--- config.mk ---
export PLATFORM = sky130hd
export DESIGN_NAME = inst_fetch
export DESIGN_NICKNAME = d
export VERILOG_FILES = /design/src/rtl/rv32i_pkg.sv /design/src/rtl/inst_fetch_pc_next.sv /design/src/rtl/inst_fetch.sv
export SDC_FILE = /design/constraint.sdc
export NUM_CORES = 1
export LEC_CHECK = 0
export BUFFER_PORTS_ARGS = -buffer_cell sky130_fd_sc_hd__buf_2
export CAP_MARGIN = 20
export CORE_ASPECT_RATIO = 0.7
export CORE_MARGIN = 5
export CORE_UTILIZATION = 40
export DETAILED_ROUTE_END_ITERATION = 8
export PLACE_DENSITY_LB_ADDON = 0.25
export SLEW_MARGIN = 30
export SYNTH_ARGS = -nofsm -noshare
export SYNTH_HDL_FRONTEND = slang
export SYNTH_SLANG_ARGS = --single-unit
--- constraint.sdc ---
create_clock -name clk -period 2.6 [get_ports clk]
set_clock_uncertainty 0.2 [all_clocks]
set_input_delay 0.39 -clock clk [delete_from_list [all_inputs] [get_ports clk]]
set_output_delay 0.39 -clock clk [all_outputs]
set_load 0.03 [all_outputs]
--- src/rtl/rv32i_pkg.sv ---
// ============================================================================
// Module   : rv32i_pkg
// Purpose  : Shared RV32I constants, fetch FSM encoding and base opcodes.
// Revision : 1.0 - initial release
// ============================================================================
`default_nettype none

package rv32i_pkg;

    localparam int          XLEN      = 32;
    localparam logic [31:0] NOP_INSTR = 32'h0000_0013;

    typedef enum logic [1:0] {
        BOOT  = 2'd0,
        RUN   = 2'd1,
        PAUSE = 2'd2
    } fetch_state_e;

    // Major opcodes (instr[6:0]) consumed by decode
    localparam logic [6:0] OPC_LUI    = 7'b0110111;
    localparam logic [6:0] OPC_AUIPC  = 7'b0010111;
    localparam logic [6:0] OPC_JAL    = 7'b1101111;
    localparam logic [6:0] OPC_JALR   = 7'b1100111;
    localparam logic [6:0] OPC_BRANCH = 7'b1100011;
    localparam logic [6:0] OPC_LOAD   = 7'b0000011;
    localparam logic [6:0] OPC_STORE  = 7'b0100011;
    localparam logic [6:0] OPC_OP_IMM = 7'b0010011;
    localparam logic [6:0] OPC_OP     = 7'b0110011;
    localparam logic [6:0] OPC_SYSTEM = 7'b1110011;

endpackage

`default_nettype wire

--- src/rtl/inst_fetch_pc_next.sv ---
// ============================================================================
// Module   : pc_next
// Purpose  : Next-PC select: aligned redirect, sequential +4, or hold.
// Revision : 1.0 - initial release
// ============================================================================
`default_nettype none

module pc_next
    import rv32i_pkg::*;
(
    input  logic [XLEN-1:0] i_pc,
    input  logic            i_load,
    input  logic            i_redirect,
    input  logic [XLEN-3:0] i_redirect_base,
    output logic [XLEN-1:0] o_next_pc
);

    always_comb begin
        o_next_pc = i_pc;
        if (i_redirect) begin
            o_next_pc = {i_redirect_base, 2'b00};
        end else if (i_load) begin
            o_next_pc = i_pc + 32'd4;
        end
    end

endmodule

`default_nettype wire

--- src/rtl/inst_fetch.sv ---
// ============================================================================
// Module   : inst_fetch
// Purpose  : RV32I fetch stage: PC, ROM addressing and IF/ID handshake reg.
// Revision : 1.0 - initial release
// ============================================================================
`default_nettype none

module inst_fetch #(
    parameter logic [31:0] RESET_PC  = 32'h0000_0000,
    parameter int          ROM_WORDS = 62,
    parameter logic [31:0] NOP_INSTR = 32'h0000_0013
) (
    input  logic        clk,
    input  logic        reset_n,
    input  logic        fetch_en,
    input  logic        redirect_valid,
    input  logic [31:0] redirect_pc,
    output logic [31:0] rom_addr,
    input  logic [31:0] rom_data,
    output logic        if_valid,
    input  logic        if_ready,
    output logic [31:0] if_instr,
    output logic [31:0] if_pc,
    output logic [31:0] if_pc_plus4,
    output logic        misalign_err
);

    import rv32i_pkg::*;

    localparam logic [29:0] c_rom_words = 30'(ROM_WORDS);

    fetch_state_e    r_state;
    logic [XLEN-1:0] r_pc;
    logic [XLEN-1:0] w_next_pc;
    logic            w_redirect;
    logic            w_load;
    logic [XLEN-1:0] w_fetch_word;

    assign rom_addr   = r_pc;
    assign w_redirect = redirect_valid && (r_state != BOOT);
    assign w_load     = (r_state == RUN) && fetch_en && (!if_valid || if_ready)
                        && !redirect_valid;

    // Word index compare covers wrap-around too: high addresses are out of range
    assign w_fetch_word = (r_pc[31:2] < c_rom_words) ? rom_data : NOP_INSTR;

    pc_next u_pc_next (
        .i_pc            (r_pc),
        .i_load          (w_load),
        .i_redirect      (w_redirect),
        .i_redirect_base (redirect_pc[31:2]),
        .o_next_pc       (w_next_pc)
    );

    always_ff @(posedge clk) begin
        if (!reset_n) begin
            r_state      <= BOOT;
            r_pc         <= RESET_PC;
            if_valid     <= 1'b0;
            if_instr     <= NOP_INSTR;
            if_pc        <= 32'h0000_0000;
            if_pc_plus4  <= 32'h0000_0004;
            misalign_err <= 1'b0;
        end else begin
            r_pc <= w_next_pc;

            case (r_state)
                BOOT:    r_state <= fetch_en ? RUN : PAUSE;
                RUN:     if (!fetch_en) r_state <= PAUSE;
                PAUSE:   if (fetch_en)  r_state <= RUN;
                default: r_state <= BOOT;
            endcase

            // Redirect flushes the IF/ID register regardless of if_ready
            if (w_redirect) begin
                if_valid <= 1'b0;
                if (redirect_pc[1:0] != 2'b00) begin
                    misalign_err <= 1'b1;
                end
            end else if (w_load) begin
                if_valid    <= 1'b1;
                if_instr    <= w_fetch_word;
                if_pc       <= r_pc;
                if_pc_plus4 <= r_pc + 32'd4;
            end else if (if_valid && if_ready) begin
                if_valid <= 1'b0;
            end
        end
    end

endmodule

`default_nettype wire
==> out/results.ini, run 1 <==
[run_status]
run_status=finished clean

[setup_path]
cp_slowest_cell=or3_2
cp.arrival_ns=2.64
endpoint_kind=flop
crit_fanout=16
cpPeakStageDelay_ns=0.60
r2r_slack_ns=0.25
rr_endpoint=rom_addr[18]$_SDFFE_PN0P_
path_cells=dlygate4sd3_1 > buf_2 > nand4bb_4 > or2_4 > a311o_1 > or3_2 > o21ai_0
start_kind=input pin
required_ns=2.74
reg2reg_depth=7
worstReg2RegStart=rom_addr[2]$_SDFFE_PN0P_
crit_type=input pin to flop

[global_routing]
use_met2=0.3361
grt_first_pass_wirelength_mm=28.34
use_met1=0.3073
grt-busiest-layer=met2
grt.total_usage=0.2197
grtUsageMet3=0.05766
grt_start_max_net_pins=93
grt_pass1_vias=5381
antenna_found_initial=0
overflow=0

[final_layout]
nets=951
diodes=0
drive_above_1_share=0.2987
stdcell_area_um2=7305
num-fill-cells=1307
synthToLayoutAreaGrowth_pct=33.56

[floorplan]
dieArea_um2=16150
boundaryPins=199
die_y_um=107.8
rows=35
start_util=0.4122
die_w_um=149.8
coreArea_um2=13270

[route]
first_pass_iters=5
wl_mm=18.20
final_antenna_net_count=0
drt-initial-drc-count=549
wire_per_inst_um=16.87
viasPerCell=5.291
dr_total_vias=5709
drc=0

[sta]
final-setup-viol-count=0
period_minus_slack_ns=2.507
hold_ws_ns=0.01109
period_share=0.9643
rsz0062_at_grt=no
setup_tns_ns=0
finalHoldViolations=0
fmaxAchievable_mhz=398.9
slew_viol_final=0
slew_headroom=0.4650
tightestPinTransition_ns=0.7995

[synthesis]
synth_top_area_frac=0.4612
ys_ff_latch=126
yosysMostFrequentCell=nand2_1
yosysSeqAreaShare=0.4612
synthSimpleGateAreaFrac=0.2318
yosys-top-cells-area=dfxtp_1 (46%), nand2_1 (8.7%), a21oi_1 (7.1%)
yosysWarningCount=0
synth_commonest_cells=nand2_1 (127), dfxtp_1 (126), a21oi_1 (78)
synth_top_family_by_area=simple AND/OR/NAND/NOR gates
synthCells=699
synthArstFlopShare=0
synth_edf_count=0
synth_cell_type_count=48
muxShareOfSynthArea=0.004118
synth_compound_area_frac=0.1913
synth_area_um2=5469
synth-main-ff-cell=dfxtp_1
avgSynthCellArea_um2=7.824
synth-xor-area-share=0.04644
synthAdderAreaFrac=0.002288
synth_top_area_cell=dfxtp_1

[clocking]
cts_buffers=17
htreeDepth=4
path_clk_slew_ns=0.06
cts_root_buffer=clkbuf_16
numClockSinks=126
cts_buffer_depth=2
cts_tree=yes
clock_latency_ns=0.41

[flow_run]
cap_viol_max_count=0

[hold_path]
hold_path_end=if_instr[4]$_SDFFE_PN1P_
hold_path_class=input pin to flop
worstHoldPathCells=2
worstHoldStart=rom_data[4]

[place]
dp_hpwl_mm=12.70
place_area_um2=6644
io_buffers=192
finalWeightedCongestion=0.8365

[power]
p_leak_nw=3.151
ir_drop_v=0.0004429
power_density_nw_per_um2=679.0

[metal layers]
layer	wire length [um]	vias up	share of wire
li1	-	2789	-
met1	8295	2666	0.46
met2	8206	236	0.45
met3	1529	18	0.084
met4	172	0	0.0094
met5	0	-	0
[worst max path at each step]
stage / start / endpoint / slack [ns]
finish: fetch_en / if_instr[12]$_SDFFE_PN0P_ / 0.09
global route: fetch_en / if_instr[12]$_SDFFE_PN0P_ / 0.02
CTS: fetch_en / if_instr[0]$_SDFFE_PN1P_ / 0.001
detailed placement: redirect_valid / if_instr[0]$_SDFFE_PN1P_ / 0.04
global placement: redirect_valid / if_instr[1]$_SDFFE_PN1P_ / 0.11
floorplan: rom_addr[3]$_SDFFE_PN0P_ / if_pc_plus4[24]$_SDFFE_PN0P_ / 0.26
[cells by family (layout without fill, tap and decap cells)]
kind of cell,count (synthesis),in the layout
AO/OA/AOI/OAI,186,186
buffers and inverters,78,267
other,1,6
adder cells (fa/ha/maj),1,1
AND/OR/NAND/NOR,276,277
XOR/XNOR,29,29
multiplexers,2,2
flip-flops,126,126
[layout by cell type (no fill, tap or decap), types with 3 or more instances in the layout]
cell and n:
buf_2 192, nand2_1 127, dfxtp_1 126, a21oi_1 78, o21ai_0 70, nand3_1 48
nor2_1 36, buf_4 33, xor2_1 18, clkbuf_16 17, nand4_1 15, nor4_1 11
and3_1 11, xnor2_1 11, nor3_1 8, or3_1 7, a31oi_1 6, o31a_1 6
inv_1 6, conb_1 6, a221oi_1 5, a211oi_1 5, a222oi_1 4, clkinv_4 4
bufinv_16 3, clkinv_2 3
[power breakdown]
| part | switching [W] | internal [W] |
|---|---|---|
| combinational | 0.000297 | 0.000158 |
| clock | 0.000905 | 0.00156 |
| sequential | 0.0000616 | 0.00198 |
| total | 0.00126 | 0.00370 |
[registers in the layout (all words and copies together) (netlist names)]
name and flops:
if_pc 30, if_pc_plus4 30, r_state 2, if_valid 1
if_instr 32, rom_addr 30, misalign_err 1
[final cells by class]
cell class | count | area, um^2 | share of cell area
clock inverters | 13 | 163.9 | 0.02244
well taps | 185 | 231.5 | 0.03169
inverters | 7 | 26.28 | 0.003597
clock buffers | 19 | 452.9 | 0.06201
repair buffers | 228 | 1249 | 0.1709
flip-flops and latches | 126 | 2522 | 0.3453
multi-input cells | 501 | 2659 | 0.3640
[metrics by stage]
step | std cells | worst slack [ns] | total power (W) | utilization
after floorplan | 704 | 0.2570 | 0.002349 | -
after global placement | 1044 | 0.1059 | 0.002524 | 0.5007
after detailed placement | 1044 | 0.03693 | 0.002524 | 0.5007
after CTS | 1078 | 0.001233 | 0.004985 | 0.5487
after global routing | 1079 | 0.02360 | 0.005126 | 0.5505
final | 1079 | 0.09280 | 0.004960 | 0.5505
[repair_timing]
action / in CTS / in global routing
setup endpoints to repair: 0 / 4
hold buffers: 2 / 0
hold endpoints to repair: 2 / 0
buffers inserted: 0 / 0
resized for setup: 0 / 1
[worst max-delay path, delay by kind of cell]
kind,cells,cell delay (ns)
simple gates,3,1.02
compound gates,2,0.56
buf+inv,2,0.67
Note: power is estimated with default switching activity, not from simulation.
==> inputs of run 2 (changes only) <==
--- a/config.mk
+++ b/config.mk
@@ -5,6 +5,7 @@
 export SDC_FILE = /design/constraint.sdc
 export NUM_CORES = 1
 export LEC_CHECK = 0
+export ABC_AREA = 1
 export BUFFER_PORTS_ARGS = -buffer_cell sky130_fd_sc_hd__buf_2
 export CAP_MARGIN = 20
 export CORE_ASPECT_RATIO = 0.7
==> out/results.ini, run 2 <==
[final_layout]
multi_input_area_um2=2600  ; was 2659 um^2
mostFrequentLayoutCell=nand2_1  ; was buf_2
instances_no_fill=1167  ; was 1079
layout_common_cells=nand2_1 (229), buf_2 (192), dfxtp_1 (126)  ; was buf_2 (192), nand2_1 (127), dfxtp_1 (126)
regArea_um2=2522  ; unchanged
largest_register_ffs=32  ; unchanged
top_register=if_instr  ; unchanged
drive_above_1_share=0.2671  ; was 0.2987
num-fill-cells=1408  ; was 1307
diodes=0  ; unchanged
nets=1036  ; was 951
synthToLayoutAreaGrowth_pct=28.83  ; was 33.56%

[synthesis]
yosys-top-cells-area=dfxtp_1 (45%), nand2_1 (15%), a21oi_1 (10%)  ; was dfxtp_1 (46%), nand2_1 (8.7%), a21oi_1 (7.1%)
synth_top_area_frac=0.4499  ; was 0.4612
synth-main-ff-cell=dfxtp_1  ; unchanged
synth_area_um2=5607  ; was 5469 um^2
yosysSeqAreaShare=0.4499  ; was 0.4612
synth_cell_type_count=36  ; was 48
ys_ff_latch=126  ; unchanged
synth_top_area_cell=dfxtp_1  ; unchanged
synthArstFlopShare=0  ; unchanged
yosysWarningCount=0  ; unchanged
synthCells=786  ; was 699
synth_commonest_cells=nand2_1 (229), dfxtp_1 (126), a21oi_1 (112)  ; was nand2_1 (127), dfxtp_1 (126), a21oi_1 (78)
avgSynthCellArea_um2=7.133  ; was 7.824 um^2
yosysMostFrequentCell=nand2_1  ; unchanged
synth_edf_count=0  ; unchanged

[route]
first_pass_iters=5  ; unchanged
drt-initial-drc-count=396  ; was 549
dr_total_vias=5673  ; was 5709
wire_per_inst_um=15.51  ; was 16.87 um
wl_mm=18.10  ; was 18.20 mm
final_antenna_net_count=0  ; unchanged
viasPerCell=4.861  ; was 5.291
drc=0  ; unchanged

[sta]
period_minus_slack_ns=2.215  ; was 2.507 ns
slew_viol_final=0  ; unchanged
period_share=0.8518  ; was 0.9643
rsz0062_at_grt=no  ; unchanged
setup_tns_ns=0  ; unchanged
finalHoldViolations=0  ; unchanged
tightestPinTransition_ns=0.6806  ; was 0.7995 ns
fmaxAchievable_mhz=451.6  ; was 398.9 MHz
slew_headroom=0.5463  ; was 0.4650
final-setup-viol-count=0  ; unchanged

[setup_path]
start_kind=input pin  ; unchanged
reg2reg_depth=7  ; unchanged
crit_path_end=if_pc[29]$_SDFFE_PN0P_  ; was if_instr[12]$_SDFFE_PN0P_
rr_endpoint=if_pc_plus4[20]$_SDFFE_PN0P_  ; was rom_addr[18]$_SDFFE_PN0P_
worstReg2RegStart=rom_addr[2]$_SDFFE_PN0P_  ; unchanged
crit_fanout=63  ; was 16
required_ns=2.69  ; was 2.74 ns
cp.arrival_ns=2.30  ; was 2.64 ns
crit_path_start=fetch_en  ; unchanged
endpoint_kind=flop  ; unchanged
r2r_slack_ns=0.58  ; was 0.25 ns
crit_type=input pin to flop  ; unchanged

[global_routing]
antenna_found_initial=1  ; was 0
grt_first_pass_wirelength_mm=27.83  ; was 28.34 mm
grt_pass1_vias=5190  ; was 5381
grt.total_usage=0.2154  ; was 0.2197
overflow=0  ; unchanged
grt_start_max_net_pins=64  ; was 93

[hold_path]
hold_path_class=input pin to flop  ; unchanged

[place]
finalWeightedCongestion=0.8988  ; was 0.8365
io_buffers=192  ; unchanged
place_inst=1135  ; was 1044
dp_hpwl_mm=13.24  ; was 12.70 mm

[floorplan]
dieArea_um2=16520  ; was 16150 um^2
die_y_um=109.1  ; was 107.8 um
die_w_um=151.5  ; was 149.8 um
coreArea_um2=13830  ; was 13270 um^2
start_util=0.4054  ; was 0.4122
rows=36  ; was 35
boundaryPins=199  ; unchanged

[run_status]
run_status=finished clean  ; unchanged

[clocking]
cts_buffer_depth=2  ; unchanged
clock_latency_ns=0.41  ; about the same
cts_tree=yes  ; unchanged
htreeDepth=4  ; unchanged
numClockSinks=126  ; unchanged
cts_buffers=17  ; unchanged
path_clk_slew_ns=0.06  ; about the same
cts_root_buffer=clkbuf_16  ; unchanged

[power]
power_density_nw_per_um2=671.1  ; was 679.0 nW/um^2
p_leak_nw=3.234  ; was 3.151 nW
ir_drop_v=0.0004467  ; was 0.0004429 V

[flow_run]
cap_viol_max_count=0  ; unchanged

-- run 2: cell count changes after synthesis, moves of 9 or more --
| cell | change |
|---|---|
| nor2_1 | +14 |
| buf_1 | -9 |
| nand3_1 | -22 |
| nand2_1 | +102 |
| nor4_1 | -11 |
| xor2_1 | -15 |
| inv_1 | +46 |
| clkbuf_1 | -20 |
| a21oi_1 | +34 |
| o21ai_0 | +12 |
| nand4_1 | -11 |
| and3_1 | -11 |
| xnor2_1 | -11 |
-- run 2: worst max-delay path, cell delays in order --
cell	delay, ns
dlygate4sd3_1	0.53
buf_2	0.13
inv_1	0.08
nor2_2	0.05
nand3_2	0.10
clkinv_2	0.38
buf_12	0.36
o21ai_0	0.21
a21oi_1	0.06
-- run 2: area by class of cell --
| type | instances | share of cell area |
|---|---|---|
| Sequential cell | 126 | 0.3492 |
| Clock inverter | 6 | 0.01178 |
| Inverter | 57 | 0.02979 |
| Multi-Input combinational cell | 560 | 0.3600 |
| Tap cell | 190 | 0.03291 |
| Timing Repair Buffer | 204 | 0.1497 |
| Clock buffer | 24 | 0.06669 |
-- run 2: per-layer routing --
metal,track usage,wire [um]
met5,0,13
met4,0.04295,126
met3,0.08060,1906
met2,0.3071,7442
met1,0.3108,8613
-- run 2: timing repair --
action | in CTS | in global routing
buffers inserted | 0 | 0
endpoints found under the hold margin | 2 | 0
hold buffers | 2 | 0
gates resized for setup | 0 | 0
-- run 2: how the worst min path moves through the flow --
stage	startpoint	to	slack, ns	cells past startpoint
global placement	misalign_err$_SDFFE_PN0P_	misalign_err$_SDFFE_PN0P_	0.24	2
CTS	rom_data[11]	if_instr[11]$_SDFFE_PN0P_	0.003	3
global route	rom_data[24]	if_instr[24]$_SDFFE_PN0P_	0.01	3
detailed placement	misalign_err$_SDFFE_PN0P_	misalign_err$_SDFFE_PN0P_	0.25	2
floorplan	fetch_en	r_state[1]$_SDFFE_PN0P_	0.26	1
finish	rom_data[19]	if_instr[19]$_SDFFE_PN0P_	0.02	3
-- run 2: logic make-up after synthesis --
group,share of synthesized area
AND/OR/NAND/NOR,0.2607
AO/OA/AOI/OAI,0.1921
flip-flops,0.4499
buffers and inverters,0.08971
XOR/XNOR,0.004687
adder cells (fa/ha/maj),0.002231
other,0.0006689
-- run 2: report_power, final --
group          switching, W  total, W  internal [W]
clock              0.000817   0.00229       0.00147
sequential        0.0000656   0.00205       0.00199
combinational      0.000350  0.000503      0.000152
-- run 2: metrics by stage --
stage	power [W]	util	cell area, um^2	setup WS [ns]	hold WS (ns)
2_1_floorplan	0.002422	-	5625	0.7273	0.2624
4_1_cts	0.004902	0.5223	7223	0.3980	0.002597
3_3_place_gp	0.002593	0.4799	6636	0.5842	0.2360
3_5_place_dp	0.002595	0.4799	6636	0.5344	0.2490
6_report	0.004847	0.5223	7223	0.3854	0.02389
5_1_grt	0.005039	0.5223	7223	0.2416	0.01133
